$ cat src/rtl/hgcal_frame_pkg.sv
// Shared constants and types for the receive-side frame assembler:
// K-code markers, FSM states and the 38-bit FIFO entry layout.
package hgcal_frame_pkg;

  localparam int unsigned WordW = 32;
  localparam int unsigned KeepW = 4;

  // K27.7 starts a frame, K29.7 ends it; every other K symbol is stray.
  localparam logic [8:0] SofCode = 9'h1FB;
  localparam logic [8:0] EofCode = 9'h1FD;

  typedef enum logic [1:0] {
    StIdle,
    StPayload,
    StDrop
  } state_e;

  typedef struct packed {
    logic [WordW-1:0] data;
    logic [KeepW-1:0] keep;
    logic             last;
    logic             err;
  } fifo_entry_t;

  localparam fifo_entry_t TermEntry = '{data: '0, keep: '0, last: 1'b1, err: 1'b1};

  function automatic logic [KeepW-1:0] keep_mask(input logic [1:0] nbytes);
    case (nbytes)
      2'd0:    keep_mask = 4'b0000;
      2'd1:    keep_mask = 4'b0001;
      2'd2:    keep_mask = 4'b0011;
      default: keep_mask = 4'b0111;
    endcase
  endfunction

endpackage

$ cat src/rtl/frame_fifo.sv
// Synchronous show-ahead FIFO of frame words with registered read-side outputs
// and an occupancy count for the writer's admission check.
module frame_fifo
  import hgcal_frame_pkg::*;
#(
  parameter int unsigned DEPTH = 4
) (
  input  logic                     byteclk,
  input  logic                     rst_n,
  input  logic                     wr_en,
  input  fifo_entry_t              wr_data,
  input  logic                     rd_ready,
  output fifo_entry_t              rd_data,
  output logic                     rd_valid,
  output logic [$clog2(DEPTH):0]   occupancy
);

  localparam int unsigned AddrW = $clog2(DEPTH);
  localparam int unsigned OccW  = AddrW + 1;

  fifo_entry_t            mem_q [DEPTH];
  fifo_entry_t            rd_data_q, head_d;
  logic                   rd_valid_q, valid_d;
  logic [AddrW-1:0]       wptr_q, wptr_d, rptr_q, rptr_d;
  logic [OccW-1:0]        occ_q, occ_d, occ_after_pop;
  logic                   do_push, do_pop;

  always_comb begin
    do_pop        = rd_valid_q && rd_ready;
    do_push       = wr_en && (occ_q != OccW'(DEPTH));
    occ_after_pop = occ_q - OccW'(do_pop);
    occ_d         = occ_after_pop + OccW'(do_push);
    rptr_d        = rptr_q + AddrW'(do_pop);
    wptr_d        = wptr_q + AddrW'(do_push);
    valid_d       = (occ_d != '0);
    // An empty store after the pop means the incoming word becomes the head.
    head_d        = (occ_after_pop == '0) ? wr_data : mem_q[rptr_d];
  end

  always_ff @(posedge byteclk) begin
    if (do_push) begin
      mem_q[wptr_q] <= wr_data;
    end
  end

  always_ff @(posedge byteclk or negedge rst_n) begin
    if (!rst_n) begin
      wptr_q     <= '0;
      rptr_q     <= '0;
      occ_q      <= '0;
      rd_valid_q <= 1'b0;
      rd_data_q  <= '0;
    end else begin
      wptr_q     <= wptr_d;
      rptr_q     <= rptr_d;
      occ_q      <= occ_d;
      rd_valid_q <= valid_d;
      if (valid_d) begin
        rd_data_q <= head_d;
      end
    end
  end

  assign rd_data   = rd_data_q;
  assign rd_valid  = rd_valid_q;
  assign occupancy = occ_q;

endmodule

$ cat src/rtl/frame_assembler.sv
// Delimits K-coded frames from the 8b/10b decoder and packs payload into 32-bit LE words.
// Optional FRAME_XOR_CHECK_EN: the last payload byte is an XOR checksum of the frame.
module frame_assembler
  import hgcal_frame_pkg::*;
#(
  parameter int unsigned DEPTH     = 4,
  parameter int unsigned MAX_WORDS = 256
) (
  input  logic             byteclk,
  input  logic             rst_n,
  input  logic             link,
  input  logic [8:0]       sym,
  input  logic             sym_vld,
  output logic [WordW-1:0] m_data,
  output logic [KeepW-1:0] m_keep,
  output logic             m_last,
  output logic             m_err,
  output logic             m_valid,
  input  logic             m_ready,
  output logic             in_frame,
  output logic             overflow
);

  localparam int unsigned OccW     = $clog2(DEPTH) + 1;
  localparam logic [8:0]  MaxWords = 9'(MAX_WORDS);

  state_e           state_q, state_d;
  logic [WordW-1:0] lanes_q, lanes_d, hold_q, hold_d;
  logic [1:0]       nbytes_q, nbytes_d;
  logic             hold_vld_q, hold_vld_d;
  logic [8:0]       wcnt_q, wcnt_d;
  logic             err_q, err_d, owed_q, owed_d, ovf_q, ovf_d;
  logic             push, restart, take_byte, xor_bad;
  logic             is_sof, is_eof, is_stray, is_data, room_mid, room_last, pend_empty;
  logic [OccW-1:0]  occupancy;
  fifo_entry_t      push_entry, pend_entry, fifo_out;

  always_comb begin
    is_sof     = sym_vld && (sym == SofCode);
    is_eof     = sym_vld && (sym == EofCode);
    is_stray   = sym_vld && sym[8] && !is_sof && !is_eof;
    is_data    = sym_vld && !sym[8];
    // Non-last pushes leave one slot spare so the frame terminator always fits.
    room_mid   = occupancy < OccW'(DEPTH - 1);
    room_last  = occupancy < OccW'(DEPTH);
    pend_empty = !hold_vld_q && (nbytes_q == 2'd0);
  end

  always_ff @(posedge byteclk or negedge rst_n) begin
    if (!rst_n) begin
      state_q <= StIdle;
    end else begin
      state_q <= state_d;
    end
  end

  always_comb begin
    state_d    = state_q;
    lanes_d    = lanes_q;
    nbytes_d   = nbytes_q;
    hold_d     = hold_q;
    hold_vld_d = hold_vld_q;
    wcnt_d     = wcnt_q;
    err_d      = err_q;
    owed_d     = owed_q;
    ovf_d      = 1'b0;
    push       = 1'b0;
    restart    = 1'b0;
    take_byte  = 1'b0;

    pend_entry.data = hold_vld_q ? hold_q : lanes_q;
    pend_entry.keep = hold_vld_q ? 4'b1111 : keep_mask(nbytes_q);
    pend_entry.last = 1'b1;
    pend_entry.err  = 1'b1;
    push_entry      = pend_entry;

    unique case (state_q)
      StIdle: begin
        if (is_sof && link) begin
          restart = 1'b1;
          state_d = StPayload;
        end
      end

      StPayload: begin
        if (!link || is_sof || is_eof) begin
          push_entry.err = !link || is_sof || pend_empty || err_q || xor_bad;
          if (room_last) begin
            push = 1'b1;
          end else begin
            ovf_d = 1'b1;
          end
          if (!link) begin
            state_d = StIdle;
          end else if (is_sof) begin
            restart = 1'b1;
          end else begin
            state_d = StIdle;
          end
        end else if (is_stray) begin
          err_d = 1'b1;
        end else if (is_data) begin
          if ((wcnt_q == MaxWords) || (hold_vld_q && !room_mid)) begin
            ovf_d   = 1'b1;
            owed_d  = 1'b1;
            state_d = StDrop;
          end else begin
            take_byte = 1'b1;
            if (hold_vld_q) begin
              push            = 1'b1;
              push_entry.data = hold_q;
              push_entry.keep = 4'b1111;
              push_entry.last = 1'b0;
              push_entry.err  = 1'b0;
            end
            lanes_d[{nbytes_q, 3'b000} +: 8] = sym[7:0];
            if (nbytes_q == 2'd3) begin
              hold_d     = lanes_d;
              hold_vld_d = 1'b1;
              lanes_d    = '0;
              nbytes_d   = 2'd0;
              wcnt_d     = wcnt_q + 9'd1;
            end else begin
              hold_vld_d = 1'b0;
              nbytes_d   = nbytes_q + 2'd1;
            end
          end
        end
      end

      StDrop: begin
        if (owed_q) begin
          if (room_last) begin
            push       = 1'b1;
            push_entry = TermEntry;
            owed_d     = 1'b0;
          end
        end else if (!link || is_eof) begin
          state_d = StIdle;
        end else if (is_sof) begin
          restart = 1'b1;
          state_d = StPayload;
        end
      end

      default: state_d = StIdle;
    endcase

    if (restart) begin
      lanes_d    = '0;
      nbytes_d   = 2'd0;
      hold_vld_d = 1'b0;
      wcnt_d     = '0;
      err_d      = 1'b0;
    end
  end

  always_ff @(posedge byteclk or negedge rst_n) begin
    if (!rst_n) begin
      lanes_q    <= '0;
      nbytes_q   <= 2'd0;
      hold_q     <= '0;
      hold_vld_q <= 1'b0;
      wcnt_q     <= '0;
      err_q      <= 1'b0;
      owed_q     <= 1'b0;
      ovf_q      <= 1'b0;
    end else begin
      lanes_q    <= lanes_d;
      nbytes_q   <= nbytes_d;
      hold_q     <= hold_d;
      hold_vld_q <= hold_vld_d;
      wcnt_q     <= wcnt_d;
      err_q      <= err_d;
      owed_q     <= owed_d;
      ovf_q      <= ovf_d;
    end
  end

`ifdef FRAME_XOR_CHECK_EN
  // Running XOR over every payload byte including the checksum; a good frame folds to zero.
  logic [7:0] xor_q;

  always_ff @(posedge byteclk or negedge rst_n) begin
    if (!rst_n) begin
      xor_q <= 8'h00;
    end else if (restart) begin
      xor_q <= 8'h00;
    end else if (take_byte) begin
      xor_q <= xor_q ^ sym[7:0];
    end
  end

  assign xor_bad = (xor_q != 8'h00);
`else
  logic unused_take_byte;
  assign unused_take_byte = take_byte;
  assign xor_bad          = 1'b0;
`endif

  always_comb begin
    in_frame = (state_q == StPayload);
    overflow = ovf_q;
  end

  frame_fifo #(
    .DEPTH (DEPTH)
  ) u_fifo (
    .byteclk   (byteclk),
    .rst_n     (rst_n),
    .wr_en     (push),
    .wr_data   (push_entry),
    .rd_ready  (m_ready),
    .rd_data   (fifo_out),
    .rd_valid  (m_valid),
    .occupancy (occupancy)
  );

  assign m_data = fifo_out.data;
  assign m_keep = fifo_out.keep;
  assign m_last = fifo_out.last;
  assign m_err  = fifo_out.err;

endmodule

$ cat config.mk
export PLATFORM = sky130hd
export DESIGN_NAME = frame_assembler
export DESIGN_NICKNAME = d
export VERILOG_FILES = /design/src/rtl/hgcal_frame_pkg.sv /design/src/rtl/frame_fifo.sv /design/src/rtl/frame_assembler.sv
export SDC_FILE = /design/constraint.sdc
export NUM_CORES = 1
export LEC_CHECK = 0
export ABC_AREA = 1
export BUFFER_PORTS_ARGS = -buffer_cell sky130_fd_sc_hd__clkbuf_2
export CAP_MARGIN = 20
export CORE_MARGIN = 5
export CORE_UTILIZATION = 54
export CTS_BUF_LIST = sky130_fd_sc_hd__clkbuf_4
export DETAILED_ROUTE_END_ITERATION = 10
export PLACE_DENSITY = 0.71
export SYNTH_ARGS = -nofsm -noshare
export SYNTH_HDL_FRONTEND = slang
export SYNTH_SLANG_ARGS = --single-unit
$ cat constraint.sdc
create_clock -name byteclk -period 5.4 [get_ports byteclk]
set_input_delay 1.08 -clock byteclk [delete_from_list [all_inputs] [get_ports byteclk]]
set_output_delay 1.08 -clock byteclk [all_outputs]
set_load 0.01 [all_outputs]
==> After elaboration in Yosys (flattened, before gate mapping) <==
Memory sizes are Yosys's and may differ from the RTL's.
Index checks and enable logic that the tools add are counted.
{ "classes": {"n_addsub": 7, "n_lt_le_gt_ge": 2, "eq_ne": 23, "n_shift": 2, "mux": 86, "bitwise": 3, "n_reduce_logical": 38} }
{ "ops": {"columns": ["op", "count"], "rows": [
  ["$mux 38", 7],
  ["$mux 32", 8],
  ["$pmux 38 s2", 1],
  ["$mux 9", 7],
  ["$mux 1", 38],
  ["$mux 37", 1],
  ["$mux 2", 17],
  ["$bwmux 32", 1],
  ["$shift 8x7->32 const A", 1],
  ["$shiftx 8x7->32", 1],
  ["$eq 9x9->1 const B", 3],
  ["$ne 2x2->1 const B", 7],
  ["$reduce_and 6->1", 2],
  ["$logic_and 1x1->1", 11],
  ["$reduce_and 5->1", 2],
  ["$reduce_bool 2->1", 5],
  ["$add 9x1->9 const B", 1],
  ["$pmux 3 s3", 1],
  ["$neg 5->7", 1],
  ["$reduce_and 7->1", 1],
  ["$eq 2x2->1 const B", 3],
  ["$logic_not 1->1", 6],
  ["$logic_or 1x1->1", 6],
  ["$ne 3x1->1 const B", 2],
  ["other kinds (20)", 28]
]} }
{ "word_totals": {"register_bits": 127, "ramBits": 152, "wordCells": 179, "memories": 1} }
{ "mem_list": {"columns": ["name", "words", "width", "read_ports", "rd_ports_with_merged_regs", "wr", "line", "source"], "rows": [
  ["u_fifo.mem_q", 4, 38, 1, 0, 1, "frame_fifo.sv:21", "fifo_entry_t mem_q [DEPTH];"]
]} }

==> Depth between registers and ports, before layout <==
Gate-level depths: netlist (run 1).
{ "depth": {"word_depth": 12, "depth_mapped": 19, "mapped_depth_nobuf": 17} }

==> By module <==
From an unflattened synthesis (run 1), not the netlist that was laid out.
{ "unflattened": {"cells_unflattened": 1527, "area_unflattened_um2": 13344.0} }
{ "by_module_without_submodules": {"columns": ["module", "n_inst", "cells_per_inst", "area_per_inst_um2", "seq_area_each_um2"], "rows": [
  ["frame_fifo", 1, 861, 8489.4, 5715.5],
  ["frame_assembler", 1, 666, 4854.7, 2026.9]
]} }

==> Worst setup path after synthesis (run 1) <==
Ideal clock, no wire load.
{ "synth_timing": {"path_kind": "input-to-reg", "from": "input port sym_vld", "to": "memory u_fifo.mem_q[0][0] (netlist name) (enable)", "t_arrival_ps": 4479, "t_required_ps": 4919, "path_slack_ps": 440, "cell_stages": 9, "n_path_buf": 0, "path_cell_list": "inv_1 -> or2_1 -> nor2_1 -> nand4_1 -> nand2_1 -> nand2_1 -> nand2_2 -> nand2_2 -> nor3_1"} }
{ "synth_via": {"elab_chain_len": 10, "elab_cells_between_ends": 17, "classes_between": "mux: 6; reduce/logical: 11"} }
{ "synth_lines": {"columns": ["element", "line", "source"], "rows": [
  ["start: declaration", "frame_assembler.sv:13", "input logic sym_vld,"],
  ["$logic_and 1x1->1", "frame_assembler.sv:39", "is_sof = sym_vld && (sym == SofCode);"],
  ["$logic_not 1->1", "frame_assembler.sv:41", "is_stray = sym_vld && sym[8] && !is_sof && !is_eof;"],
  ["$logic_and 1x1->1 (2 in a row)", "frame_assembler.sv:41", null],
  ["$mux 1", "frame_assembler.sv:100", "end else if (is_stray) begin"],
  ["$mux 1 (*)", "frame_assembler.sv:86", "if (!link || is_sof || is_eof) begin"],
  ["$pmux 1 s2 (*)", "frame_assembler.sv:77", "unique case (state_q)"],
  ["$logic_and 1x1->1 (*)", "frame_fifo.sv:30", "do_push = wr_en && (occ_q != OccW'(DEPTH));"],
  ["$mux 1 (*)", "frame_fifo.sv:41", "if (do_push) begin"],
  ["$mux 1 (implied by the code) (*)", "frame_fifo.sv:42", "mem_q[wptr_q] <= wr_data;"],
  ["end: declaration", "frame_fifo.sv:21", null]
]} }
Every way passes the cells marked *; elsewhere a longest branch is shown, timed or not.

==> Worst setup path in the final report (run 1) <==
{ "layout_timing": {"from": "input port sym[2]", "to": "register u_fifo.rd_data_q (netlist bit u_fifo.rd_data[15])"} }
{ "layout_via": {"elab_chain_len": 11, "elab_cells_between_ends": 20, "classes_between": "add/sub: 1; eq/ne: 2; mux: 7; reduce/logical: 10"} }
{ "layout_lines": {"columns": ["element", "line", "source"], "rows": [
  ["start: declaration", "frame_assembler.sv:12", "input logic [8:0] sym,"],
  ["$eq 9x9->1", "frame_assembler.sv:39", null],
  ["$logic_and 1x1->1", "frame_assembler.sv:39", null],
  ["$logic_not 1->1", "frame_assembler.sv:41", null],
  ["$logic_and 1x1->1 (2 in a row)", "frame_assembler.sv:41", null],
  ["$mux 1", "frame_assembler.sv:100", null],
  ["$mux 1", "frame_assembler.sv:86", null],
  ["$pmux 1 s2", "frame_assembler.sv:77", null],
  ["$logic_and 1x1->1", "frame_fifo.sv:30", null],
  ["$add 3x1->3", "frame_fifo.sv:32", "occ_d = occ_after_pop + OccW'(do_push);"],
  ["$reduce_bool 3->1", "frame_fifo.sv:35", "valid_d = (occ_d != '0);"],
  ["end signal: assignment", "frame_fifo.sv:52", "rd_data_q <= '0;"],
  ["end signal: assignment", "frame_fifo.sv:59", "rd_data_q <= head_d;"],
  ["end: declaration", "frame_fifo.sv:22", "fifo_entry_t rd_data_q, head_d;"]
]} }
Several ways; a longest one is shown, not always the timed one.
A chain may end at the register's enable or synchronous reset.

==> results.toml, run 1 <==
[status]
status = "finished, final reports clean"

[yosys]
synthCells = 1302
synth_fp_nets = 1333
synth_top_area_cell = "edfxtp_1"
synthDistinctLibCells = 43
ys_seq_area_share_pct = 60.0
synth_warnings = 0
synthesis.area_um2 = 12900
syn_area_per_cell_um2 = 9.92
synth_top_area_share_pct = 35.3
synth_area_leaders = "edfxtp_1, dfrtp_1, nand2_1, o211ai_1, or2_2"
ys_ff_latch = 279

[drt]
wirelength_um = 30900
drtPass1Iterations = 5
vias = 9699
antenna_left = 0
wire_per_inst_um = 17.7
drc_errors = 0
viasPerCell = 5.55
drtIter0Drc = 724

[hold_path]
whs_endpoint = "hold_q[2]"
min_path_cells = 2
min-delay-start = "hold_q[2]"
holdCritPathClass = "register to register"

[global_routing]
grt_antenna_before_repair = 1
grt_pass1_wl_um = 50500
grt_use_total_pct = 23.5
grt_overflow = 0
met2_usage_pct = 38.1
grt_max_degree = 78
grt_most_used_layer = "met2"
grt_pass1_vias = 9736
met3_usage_pct = 4.99
use_met1_pct = 32.5

[finish]
fill_cells = 2008
register_area_um2 = 7740
mostFrequentLayoutCell = "nand2_1"
multiInputGateArea_um2 = 4470
final_core_util_pct = 61.0
nets = 1403
syn_to_final_growth_pct = 11.2
final_layout_size_suffix_gt1_share_pct = 20.3
layout_common_cells = "nand2_1, edfxtp_1, dfrtp_1"

[critical_path]
r2r_start = "wcnt_q[1]"
crit_path_max_fanout = 40
worstSetupPathType = "input port to register"
startpoint_type = "input port"
crit_path_cell_trace = "clkbuf_2 > inv_1 > nand2_1 > nor2_1 > nand3_2 > nand3_2 > nand2_1 > nand2_1 > nand2_1 > nand2_2 > nand2_2 > nand2_2 > buf_4 > nand3_2 > nand2_1 > nand2_1"
r2r_slack_ns = 2.13
r2r_cells = 17
end_kind = "register"
crit_top_cell = "nand2_1"
arrival_ns = 3.92
regToRegEndpoint = "u_fifo.rd_data[15]"
critPathMaxStageDelay_ns = 0.85
required_ns = 5.92
slowest_stage = "nand3_2"

[placement]
gp_congestion = 0.850
post-dp-hpwl_um = 18400
numPortBuffers = 54

[job]
cap_viol_max_count = 0

[cts]
cts.sinks = 279
clock_tree.buffer_depth = 3
cts_setup_buffers = 0
postCtsHoldBufs = 0
root_buffer = "clkbuf_4"
clk_pin_slew_ns = 0.07
h-tree-depth = 3
cts_buffers = 74
clk_latency_ns = 0.65
ctsResizeCount = 0
cts_tree = "built"

[timing]
final.period_utilization_pct = 63.0
grt_setup_unrepaired = "no"
worstMarginPinSlew_ns = 1.14
clock_skew_ns = 0.0374
max_freq_ghz = 0.294
relSlewSlack_pct = 23.7
report.final.slew_viol_count = 0
hold_violations = 0
setup_tns_ns = 0
fin_crit_ns = 3.40
setup_violations = 0

[pwr]
leakage_nw = 6.18
ir_worst_vdd_v = 0.000441
totalPowerFinal_w = 0.00853
p_per_area_nw_per_um2 = 594

[floorplanning]
pin_count = 55
rows = 56
initial_core_util_pct = 54.9
die_w_um = 165
die_h_um = 165
core_um2 = 23500
die_area_um2 = 27100
==> worst max-delay path: cells and delay by family <==
kind	cells	cell delay [ns]
buffers and inverters	3	0.66
AND/OR/NAND/NOR	13	2.14
==> cell usage after synthesis (all sizes together) <==
| cell | n |
|---|---|
| mux2i | 2 |
| and2 | 1 |
| o22ai | 24 |
| xnor2 | 3 |
| nor3b | 1 |
| nor4 | 1 |
| clkinv | 3 |
| o311ai | 1 |
| nor2 | 102 |
| nand2 | 329 |
| o31ai | 3 |
| a21oi | 12 |
| dfrtp | 127 |
| o21a | 2 |
| a31oi | 34 |
| clkbuf | 52 |
| buf | 27 |
| nor3 | 8 |
| ha | 17 |
| a22oi | 1 |
| inv | 99 |
| o211ai | 68 |
| edfxtp | 152 |
| o2111ai | 1 |
| or2 | 69 |
| o21ai | 46 |
| nand4 | 53 |
| a211oi | 30 |
| xor2 | 8 |
| nand3 | 26 |
==> through the flow <==
step	instance area, um^2	worst slack, ns	hold WS [ns]	std cells
2_1_floorplan	12900	0.440	0.444	1302
3_3_place_gp	13400	1.45	0.458	1615
3_5_place_dp	13400	1.34	0.461	1615
4_1_cts	14400	2.03	0.478	1746
5_1_grt	14400	1.73	0.498	1748
6_report	14400	2.00	0.478	1748
==> registers in the layout (all words and copies together) (netlist names) <==
name	count
u_fifo.occupancy	3
u_fifo.rptr_q	2
owed_q	1
u_fifo.mem_q	152
nbytes_q	2
u_fifo.wptr_q	2
hold_vld_q	1
u_fifo.rd_data	38
hold_q	32
err_q	1
u_fifo.rd_valid	1
overflow	1
wcnt_q	9
lanes_q	32
state_q	2
==> cells by family after synthesis <==
logic type / Yosys count / share of synthesized area, %
AND/OR/NAND/NOR: 590 / 20.5
buffers and inverters: 181 / 5.71
XOR/XNOR: 11 / 0.746
flip-flops: 279 / 60.0
AO/OA/AOI/OAI: 222 / 11.3
adder cells (fa/ha/maj): 17 / 1.65
multiplexers: 2 / 0.155
==> final cells by class <==
class	instances	area share, %
Inverter	102	2.67
Clock buffer	120	6.28
Clock inverter	11	0.296
Tap cell	319	2.78
Sequential cell	279	53.9
Antenna cell	2	0.0349
Timing Repair Buffer	73	2.89
Multi-Input combinational cell	842	31.1
==> how the worst max path moves through the flow <==
stage | startpoint | endpoint | slack (ns) | cells after the start
global placement | sym[2] | u_fifo.rd_data[19] | 1.45 | 16
detailed placement | sym[5] | u_fifo.rd_data[15] | 1.34 | 15
finish | sym[2] | u_fifo.rd_data[15] | 2.00 | 16
floorplan | sym_vld | u_fifo.mem_q[0][0] | 0.44 | 9
global route | sym[2] | u_fifo.rd_data[28] | 1.73 | 16
CTS | sym[5] | u_fifo.rd_data[15] | 2.03 | 15
==> per-layer routing <==
metal / up-vias / wire, um / share of wire, %
met5: - / 0 / 0
met4: 0 / 496 / 1.6
met3: 49 / 2320 / 7.5
met2: 350 / 14900 / 48
met1: 4644 / 13300 / 43
li1: 4656 / - / -
==> power by group <==
group	total (W)	switching [W]	internal, W	leakage [nW]
registers	0.00302	0.000203	0.00282	2.98
clock network	0.00184	0.000843	0.00100	0.580
logic	0.00366	0.00249	0.00117	2.62
Power figures use the tool's default switching activity.
==> run 2, diff against run 1 <==
--- a/config.mk
+++ b/config.mk
@@ -12,7 +12,7 @@
 export CORE_UTILIZATION = 54
 export CTS_BUF_LIST = sky130_fd_sc_hd__clkbuf_4
 export DETAILED_ROUTE_END_ITERATION = 10
-export PLACE_DENSITY = 0.71
+export PLACE_DENSITY = 0.74
 export SYNTH_ARGS = -nofsm -noshare
 export SYNTH_HDL_FRONTEND = slang
 export SYNTH_SLANG_ARGS = --single-unit
==> constraint.sdc (replaced) <==
create_clock -name byteclk -period 3 [get_ports byteclk]
set_input_delay 0.6 -clock byteclk [delete_from_list [all_inputs] [get_ports byteclk]]
set_output_delay 0.6 -clock byteclk [all_outputs]
set_load 0.01 [all_outputs]
==> run 2 against run 1 <==
Register-to-register slack worse by 1.8 ns. Die area did not move. First-iteration DRC count grew 6.4%. Critical path depth down 4. Via count increased by 1.1%. Final cell count rose by 1.1%. Core utilization rose by 1.5 points. Hold slack worse by 0.13 ns. Sequential share of layout area shrank 1.3 points. Clock skew rose by 0.011 ns. Clock-buffer cell count decreased by 5. Critical path type is now register to register. Critical endpoint is now u_fifo.rd_data[11].
==> results.toml, run 2 (synthesis gave the netlist of run 1 again) <==
[status]
status = "finished, final reports clean"

[pwr]
leakage_nw = 6.33
p_per_area_nw_per_um2 = 1070
ir_worst_vdd_v = 0.000648
totalPowerFinal_w = 0.0158

[cts]
root_buffer = "clkbuf_4"
h-tree-depth = 3
clk_latency_ns = 0.69
cts.sinks = 279
cts_tree = "built"
ctsResizeCount = 0
cts_buffers = 73
clock_tree.buffer_depth = 3
clk_pin_slew_ns = 0.06

[floorplanning]
pin_count = 55
rows = 56
die_area_um2 = 27100
die_h_um = 165
core_um2 = 23500
initial_core_util_pct = 54.9
die_w_um = 165

[critical_path]
r2r_cells = 12
crit_path_max_fanout = 36
regToRegEndpoint = "u_fifo.rd_data[11]"
r2r_slack_ns = 0.34
startpoint_type = "register"
arrival_ns = 3.27
required_ns = 3.61
worstSetupPathType = "register to register"
end_kind = "register"
r2r_start = "state_q[0]"

[global_routing]
grt_use_total_pct = 23.2
grt_antenna_before_repair = 2
grt_pass1_wl_um = 49800
grt_pass1_vias = 9791
grt_overflow = 0
grt_max_degree = 73

[finish]
largest_register_ffs = 152
largest_register = "u_fifo.mem_q"
nets = 1422
layout_common_cells = "nand2_1, edfxtp_1, dfrtp_1"
syn_to_final_growth_pct = 13.9
final_core_util_pct = 62.5
mostFrequentLayoutCell = "nand2_1"
final_layout_size_suffix_gt1_share_pct = 21.1

[drt]
drtIter0Drc = 770
drc_errors = 0
antenna_left = 0
drtPass1Iterations = 5
wire_per_inst_um = 17.1
viasPerCell = 5.55
vias = 9804
wirelength_um = 30200

[timing]
fin_crit_ns = 2.66
max_freq_ghz = 0.376
clock_skew_ns = 0.0479
relSlewSlack_pct = 38.7
report.final.slew_viol_count = 0
worstMarginPinSlew_ns = 0.913
hold_violations = 0
setup_tns_ns = 0
setup_violations = 0
worst_hold_slack_ns = 0.347
final.period_utilization_pct = 88.7
grt_setup_unrepaired = "no"

[placement]
post-dp-hpwl_um = 18900
numPortBuffers = 54
gp_congestion = 0.869

[hold_path]
holdCritPathClass = "input port to register"
min_path_cells = 5
min-delay-start = "sym[5]"
whs_endpoint = "hold_q[5]"

[job]
cap_viol_max_count = 0
-- run 2: layer usage --
layer	vias to the layer above	global-route usage [%]	part of all wire [%]
li1	4705	-	-
met1	4753	32.6	45
met2	292	36.1	47
met3	54	4.62	6.4
met4	0	8.39	2.0
met5	-	0	0
-- run 2: how the worst max path moves through the flow --
stage | slack [ns] | endpoint | cells after the start | start
after CTS | 0.33 | u_fifo.rd_data[23] | 17 | wcnt_q[0]
after detailed placement | 0.11 | u_fifo.rd_data[21] | 17 | sym[2]
final | 0.34 | u_fifo.rd_data[11] | 12 | state_q[0]
after floorplan | -0.33 | u_fifo.mem_q[0][0] | 9 | sym_vld
after global routing | 0.06 | u_fifo.rd_data[11] | 12 | state_q[0]
after global placement | 0.22 | u_fifo.rd_data[29] | 17 | sym[2]
-- run 2: stage by stage --
step | std cells | setup slack [ns] | cell area (um^2)
after floorplan | 1302 | -0.335 | 12900
after global placement | 1634 | 0.223 | 13700
after detailed placement | 1634 | 0.112 | 13700
after CTS | 1765 | 0.333 | 14700
after global routing | 1767 | 0.0632 | 14700
final | 1767 | 0.340 | 14700
-- run 2: worst max-delay path, stage by stage, from the launching register on --
cell	delay (ns)
dfrtp_1	0.41
inv_1	0.12
ha_1	0.40
inv_1	0.10
nor2_1	0.05
nand2_1	0.08
clkinv_1	0.09
buf_12	0.19
a211oi_1	0.66
nor2_1	0.08
a31oi_1	0.25
nand2_1	0.09
nand2_1	0.06
-- run 2: final cells by class --
class,instances,area (um^2)
Clock inverter,15,118
Timing Repair Buffer,93,706
Multi-Input combinational cell,842,4490
Tap cell,319,399
Inverter,102,383
Antenna cell,2,5.00
Sequential cell,279,7740
Fill cell,1965,8830
Clock buffer,115,863
-- run 2: report_power, final --
part           total (W)  internal, W  switching [W]
clock network    0.00342      0.00191        0.00151
registers        0.00543      0.00507       0.000359
logic            0.00690      0.00237        0.00453
-- run 2: repair_timing --
item | in CTS | in global routing
hold buffers | 1 | 0
buffers inserted | 0 | 0
endpoints found under the hold margin | 28 | 0
